[config.mk]
export PLATFORM = sky130hd
export DESIGN_NAME = mem_port_arbiter
export DESIGN_NICKNAME = d
export VERILOG_FILES = /design/src/rtl/mem_port_arbiter.sv
export SDC_FILE = /design/constraint.sdc
export NUM_CORES = 1
export LEC_CHECK = 0
export CAP_MARGIN = 0
export CORE_UTILIZATION = 35
export CTS_CLUSTER_SIZE = 24
export DETAILED_ROUTE_END_ITERATION = 10
export GPL_ROUTABILITY_DRIVEN = 0
export PLACE_DENSITY = 0.8
export SLEW_MARGIN = 30
export SYNTH_ARGS = -nofsm -noshare
export SYNTH_HDL_FRONTEND = slang
export SYNTH_SLANG_ARGS = --single-unit
[constraint.sdc]
create_clock -name clk -period 2 [get_ports clk]
set_input_delay 0.2 -clock clk [delete_from_list [all_inputs] [get_ports clk]]
set_output_delay 0.2 -clock clk [all_outputs]
set_load 0.01 [all_outputs]
[src/rtl/mem_port_arbiter.sv]
// mem_port_arbiter
//   Shares one single-port data memory between the instruction-fetch port (I)
//   and the memory-stage port (D). Reads take READ_LATENCY cycles in READ and
//   return data with a one-cycle rvalid pulse; writes take one WRITE cycle.
//   D has priority, but once the I port has lost STARVE_LIMIT consecutive
//   arbitrations it wins the next one.
// Ports
//   clk, rst_n                     clock, async active-low reset
//   d_req/d_we/d_addr/d_wdata      D request (held until d_ready)
//   d_ready, d_rvalid, d_rdata     D accept / read return
//   i_req/i_addr                   I read request (held until i_ready)
//   i_ready, i_rvalid, i_rdata     I accept / read return
//   mem_addr/mem_wdata/mem_we      to data memory
//   mem_rdata                      from data memory
module mem_port_arbiter #(
  parameter int ADDR_W       = 32,
  parameter int READ_LATENCY = 3,
  parameter int STARVE_LIMIT = 4
) (
  input  logic              clk,
  input  logic              rst_n,
  input  logic              d_req,
  input  logic              d_we,
  input  logic [ADDR_W-1:0] d_addr,
  input  logic [31:0]       d_wdata,
  output logic              d_ready,
  output logic              d_rvalid,
  output logic [31:0]       d_rdata,
  input  logic              i_req,
  input  logic [ADDR_W-1:0] i_addr,
  output logic              i_ready,
  output logic              i_rvalid,
  output logic [31:0]       i_rdata,
  output logic [ADDR_W-1:0] mem_addr,
  output logic [31:0]       mem_wdata,
  output logic              mem_we,
  input  logic [31:0]       mem_rdata
);

  localparam logic [1:0] S_IDLE  = 2'd0;
  localparam logic [1:0] S_READ  = 2'd1;
  localparam logic [1:0] S_WRITE = 2'd2;

  localparam logic [3:0] LP_LAST   = 4'(READ_LATENCY - 1);
  localparam logic [3:0] LP_STARVE = 4'(STARVE_LIMIT);

  logic [1:0]        r_state;
  logic [3:0]        r_cnt;
  logic [3:0]        r_starve;
  logic              r_owner_i;
  logic [ADDR_W-1:0] r_addr;
  logic [31:0]       r_wdata;
  logic [31:0]       r_d_rdata;
  logic [31:0]       r_i_rdata;
  logic              r_d_rvalid;
  logic              r_i_rvalid;

  logic w_idle;
  logic w_grant_i;
  logic w_grant_d;

  assign w_idle = (r_state == S_IDLE);

  // A starved I port overrides D priority; otherwise I only wins when D idles.
  assign w_grant_i = i_req && ((r_starve >= LP_STARVE) || !d_req);
  assign w_grant_d = d_req && !w_grant_i;

  // Ready is forced low while reset is held so nothing is accepted in reset.
  assign d_ready = rst_n && w_idle && w_grant_d;
  assign i_ready = rst_n && w_idle && w_grant_i;

  assign d_rvalid  = r_d_rvalid;
  assign i_rvalid  = r_i_rvalid;
  assign d_rdata   = r_d_rdata;
  assign i_rdata   = r_i_rdata;
  assign mem_addr  = r_addr;
  assign mem_wdata = r_wdata;
  assign mem_we    = (r_state == S_WRITE);

  always_ff @(posedge clk or negedge rst_n) begin
    if (!rst_n) begin
      r_state    <= S_IDLE;
      r_cnt      <= '0;
      r_starve   <= '0;
      r_owner_i  <= 1'b0;
      r_addr     <= '0;
      r_wdata    <= '0;
      r_d_rdata  <= '0;
      r_i_rdata  <= '0;
      r_d_rvalid <= 1'b0;
      r_i_rvalid <= 1'b0;
    end else begin
      r_d_rvalid <= 1'b0;
      r_i_rvalid <= 1'b0;
      case (r_state)
        S_IDLE: begin
          // Counts only arbitrations I actually lost to D; anything else clears.
          if (i_req && w_grant_d)
            r_starve <= (r_starve == 4'hF) ? r_starve : r_starve + 4'd1;
          else
            r_starve <= '0;
          if (w_grant_i) begin
            r_owner_i <= 1'b1;
            r_addr    <= i_addr;
            r_cnt     <= '0;
            r_state   <= S_READ;
          end else if (w_grant_d) begin
            r_owner_i <= 1'b0;
            r_addr    <= d_addr;
            r_cnt     <= '0;
            if (d_we) begin
              r_wdata <= d_wdata;
              r_state <= S_WRITE;
            end else begin
              r_state <= S_READ;
            end
          end
        end
        S_READ: begin
          r_cnt <= r_cnt + 4'd1;
          if (r_cnt == LP_LAST) begin
            if (r_owner_i) begin
              r_i_rdata  <= mem_rdata;
              r_i_rvalid <= 1'b1;
            end else begin
              r_d_rdata  <= mem_rdata;
              r_d_rvalid <= 1'b1;
            end
            r_state <= S_IDLE;
          end
        end
        S_WRITE: r_state <= S_IDLE;
        default: r_state <= S_IDLE;
      endcase
    end
  end

endmodule

Word-level counts from Yosys, hierarchy flattened
Index checks and enable logic that the tools add are counted.
- bits in registers: 141
- output and inout port bits: 133
- logic and storage cells: 61
- add/sub/neg operators: 2
- $lt $le $gt $ge: 1
- equal/unequal tests: 7
- muxes and demuxes: 20
- bitwise logic cells: 2
- reduce and logical (&&, ||, !) cells: 19
- operators by type and width (operator ; count):
    32-bit two-way mux ; 2
    4-bit two-way mux ; 4
    4-bit by 1-bit adder with 4-bit output (second input constant) ; 2
    1-bit two-way mux ; 8
    2-bit two-way mux ; 4
    4-bit case mux with 2 select lines ; 1
    2-bit AND reduction ; 4
    1-bit logical AND ; 6
    3-bit AND reduction ; 2
    4-bit by 2-bit == test with 1-bit output (second input constant) ; 1
    4-bit == test (second input constant) ; 1
    4-bit by 3-bit greater-or-equal comparator with 1-bit output (second input constant) ; 1
    2-bit inequality test (second input constant) ; 2
    2-bit case mux with 2 select lines ; 1
    4-bit AND reduction ; 1
    2-bit nonzero test ; 2
    3-bit by 1-bit inequality test with 1-bit output (second input constant) ; 1
    2-bit by 1-bit == test with 1-bit output (second input constant) ; 1
    2-bit == test (second input constant) ; 1
    1-bit zero test ; 2
    2-bit zero test ; 1
    1-bit NOT ; 2
    1-bit logical OR ; 1

Depth between registers and ports, before layout
- depth in word-level cells: 8
- depth in mapped cells: 7
- depth with buffers taken out: 5

Least setup slack after synthesis
OpenSTA, ideal clock, no wires.
- path type: reg-to-reg
- from: register r_cnt[0]
- to: register r_d_rdata[10] (netlist: d_rdata[10])
- library setup time: 0.128 ns
- arrival time: 1.594 ns
- required time: 1.872 ns
- setup slack: 0.278 ns
- stages on the path, launching flop included: 7
- cell sequence: dfrtp_1 inv_1 ha_1 nor3b_2 nor3b_4 buf_4 mux2_1
- cells in the longest elaborated chain, start to end: 2
- RTL lines (element ; RTL line ; source):
    start: declaration ; 48 ; logic [3:0] r_cnt;
    start signal: assignment ; 120 ; r_cnt <= r_cnt + 4'd1;
    4-bit by 2-bit == test with 1-bit output ; 121 ; if (r_cnt == LP_LAST) begin
    3-bit AND reduction (no source line) ; n/a ;
    end signal: assignment ; 126 ; r_d_rdata <= mem_rdata;
    end: declaration ; 53 ; logic [31:0] r_d_rdata;
No other way between the ends.
A chain may end at the register's enable or synchronous reset.

Worst setup path in the final report
- from: register r_cnt[0]
- to: register r_d_rdata[30] (netlist: d_rdata[30])
The elaborated chain is that of the path after synthesis.

==> impl_metrics.tcl <==
set metrics [dict create \
    hp-class "in2async" \
    crit_chain "inv_1 -> ha_1 -> nor3b_4 -> nor3b_4 -> buf_12 -> buf_12 -> mux2_2" \
    cts_buffer_depth 2 \
    area_delta_synth_final_pct 60.6 \
    firstDrtPassIters 4 \
    antennaDiodeCount 0 \
    die-area_mm2 0.0175 \
    path_buf_inv 3 \
    antenna_found_initial 0 \
    reg2reg_to "d_rdata[30]" \
    ys_seq_area_share_pct 59.3 \
    path_max_fanout 17 \
    syn_inst 447 \
    worstPathArrival_ns 2.18 \
    nFillCells 1373 \
    crit_family "simple AND/OR/NAND/NOR gates" \
    powerDensity_mw_per_mm2 1510 \
    period_share_pct 94.1 \
    synth_flop_cell "dfrtp_1" \
    r2r_slack_ns 0.12 \
    start_util_pct 35.9 \
    drc 0 \
    critical_path_class "reg2reg" \
    io_buffers 265 \
    finalClockSkew_ns 0.00928 \
    final_antenna_net_count 0 \
    endpoint_kind "flip-flop" \
    outcome "finished, final reports clean" \
    rsz0062_at_grt "no" \
    crit-reg2reg-launch "r_cnt[0]" \
    total_power_w 0.0144 \
    cts_buffers 17 \
    endpoint "d_rdata[30]" \
    drt-initial-drc-count 192 \
    coreArea_mm2 0.0166 \
    wirelength_um 16200 \
    maxSlewHeadroom_pct 50.4 \
    synth_area_mm2 0.00595 \
    whs_ns 0.193 \
    ctsRootBufferMaster "clkbuf_16" \
    post_drt_wl_per_cell_um 17.0 \
    cp-start-kind "flip-flop" \
    htree_levels 4 \
    crit_required_ns 2.30 \
    finish.utilization_pct 57.6 \
    viasPerCell 4.95 \
    avgSynthCellArea_um2 13.3 \
    async_flop_share_pct 100 \
    cap_violations 0 \
    crit_cells 7 \
    die_height_um 132 \
    finalSetupTns_ns 0 \
    hold_viol 0 \
    grt_max_degree 138 \
    syn_nets 583 \
    ys_warn_count 0 \
    synth_edf_count 0 \
    ys_ff_latch 141 \
    grt_usage_pct 19.3 \
    grt-ovfl-total 0 \
    cts.sinks 141 \
    ir_drop_uv 668 \
    vias 4721 \
    clk_latency_ns 0.42 \
    fp.dieW_um 132 \
    slew_violations 0 \
    cts_tree "built" \
    final_net_count 856 \
    slowest_stage "dfrtp_1" \
    grt_pass1_wl_um 26300 \
    fmax_mhz 531 \
    p_leak_nw 3.91 \
    setup_viol_count_final 0 \
    drive_above_1_share_pct 18.6 \
    num_io_pins 266 \
    crit_path_start "r_cnt[0]" \
    num_rows 47 \
    worstMarginPinSlew_ns 0.744 \
    dp_hpwl_um 11200 \
    clkTransAtPathRegs_ns 0.06 \
    r2r_cells 7 \
    fin_crit_ns 1.88 \
    synth_cell_types 32 \
    grt_pass1_vias 4965 \
    cpPeakStageDelay_ns 0.41 \
]
placed cells by master (no fill, tap or decap), drive strengths merged, types with 3 or more instances in the layout:
master,netlist,final
nand3,37,37
nor2,4,4
nand2,3,3
o21ai,35,35
a21oi,32,32
clkinvlp,0,4
dfrtp,141,141
a22o,3,3
nor3b,3,3
buf,14,24
o2bb2ai,3,3
clkdlybuf4s50,0,262
a31oi,32,32
nand2b,3,3
mux2,98,98
inv,3,11
clkbuf,22,18
ha,3,3
repair_timing:
item | in CTS | in global routing
buffers inserted | 2 | 1
hold buffers | 1 | 0
pin swaps | 2 | 0
cloned | 0 | 2
gates resized for setup | 5 | 1
endpoints found under the hold margin | 4 | 0
endpoints found under the setup margin | 2 | 1
synthesized netlist by cell type (2+ instances only):
library cell | count | area, µm²
nor3b_2 | 2 | 25.0
buf_6 | 2 | 22.5
clkbuf_1 | 22 | 82.6
buf_4 | 3 | 22.5
inv_1 | 3 | 11.3
nand2_1 | 3 | 11.3
mux2_1 | 29 | 327
a31oi_1 | 32 | 200
o2bb2ai_1 | 3 | 26.3
o21ai_0 | 35 | 175
and2_1 | 2 | 12.5
nand3_1 | 37 | 185
nand2b_1 | 3 | 18.8
mux2_4 | 29 | 435
ha_1 | 3 | 37.5
buf_12 | 3 | 60.1
dfrtp_1 | 141 | 3530
a22o_1 | 3 | 26.3
a21oi_1 | 32 | 160
nor2_1 | 4 | 15.0
mux2_2 | 40 | 450
nor2b_1 | 2 | 12.5
buf_2 | 5 | 25.0
worst min path at each step:
stage / to / slack [ns] / start
floorplan: d_rdata[0] / -0.1 / rst_n
global placement: mem_addr[12] / 0.008 / rst_n
detailed placement: mem_addr[19] / 0.01 / rst_n
CTS: mem_addr[18] / 0.19 / rst_n
global route: mem_addr[12] / 0.20 / rst_n
finish: mem_addr[18] / 0.19 / rst_n
cell type report:
cell class,instances,area (µm²),share of cell area [%]
multi-input combinational,267,2220,23.2
timing repair buffer,290,2940,30.8
clock buffer,17,425,4.45
inverter,3,11.3,0.118
sequential,141,3530,37.0
clock inverter,15,153,1.60
tap,220,275,2.88
registers in the layout (all words and copies together) (netlist names):
register	count
d_rdata	32
i_rdata	32
mem_addr	32
mem_wdata	32
r_cnt	4
r_starve	4
r_state	2
d_rvalid	1
i_rvalid	1
r_owner_i	1
per-layer routing:
metal	up-vias	wire length, µm	global-route usage [%]
li1	2170	-	-
met5	-	0	0
met2	219	8070	32.1
met4	0	307	8.30
met3	26	1290	6.15
met1	2306	6500	23.0
metrics by stage:
step / worst slack (ns) / area [µm²] / cells
2_1_floorplan: 0.278 / 5950 / 447
3_3_place_gp: 0.0579 / 8880 / 915
3_5_place_dp: 0.0117 / 8880 / 915
4_1_cts: 0.106 / 9490 / 950
5_1_grt: 0.0140 / 9550 / 953
6_report: 0.117 / 9550 / 953
logic make-up after synthesis:
family,after synthesis,synth area share (%)
DFF,141,59.3
AOI/OAI and AO/OA,107,10.2
muxes,99,20.5
and+or+nand+nor,58,5.49
buffers and inverters,39,3.83
adders and majority gates,3,0.631
power breakdown:
group	internal [W]	switching (W)	leakage [nW]	total (W)
clock	0.00175	0.00131	0.272	0.00306
combinational	0.00390	0.00238	1.99	0.00628
sequential	0.00426	0.000807	1.65	0.00507
total	0.00991	0.00449	3.91	0.0144
(Power assumes the default switching activity.)
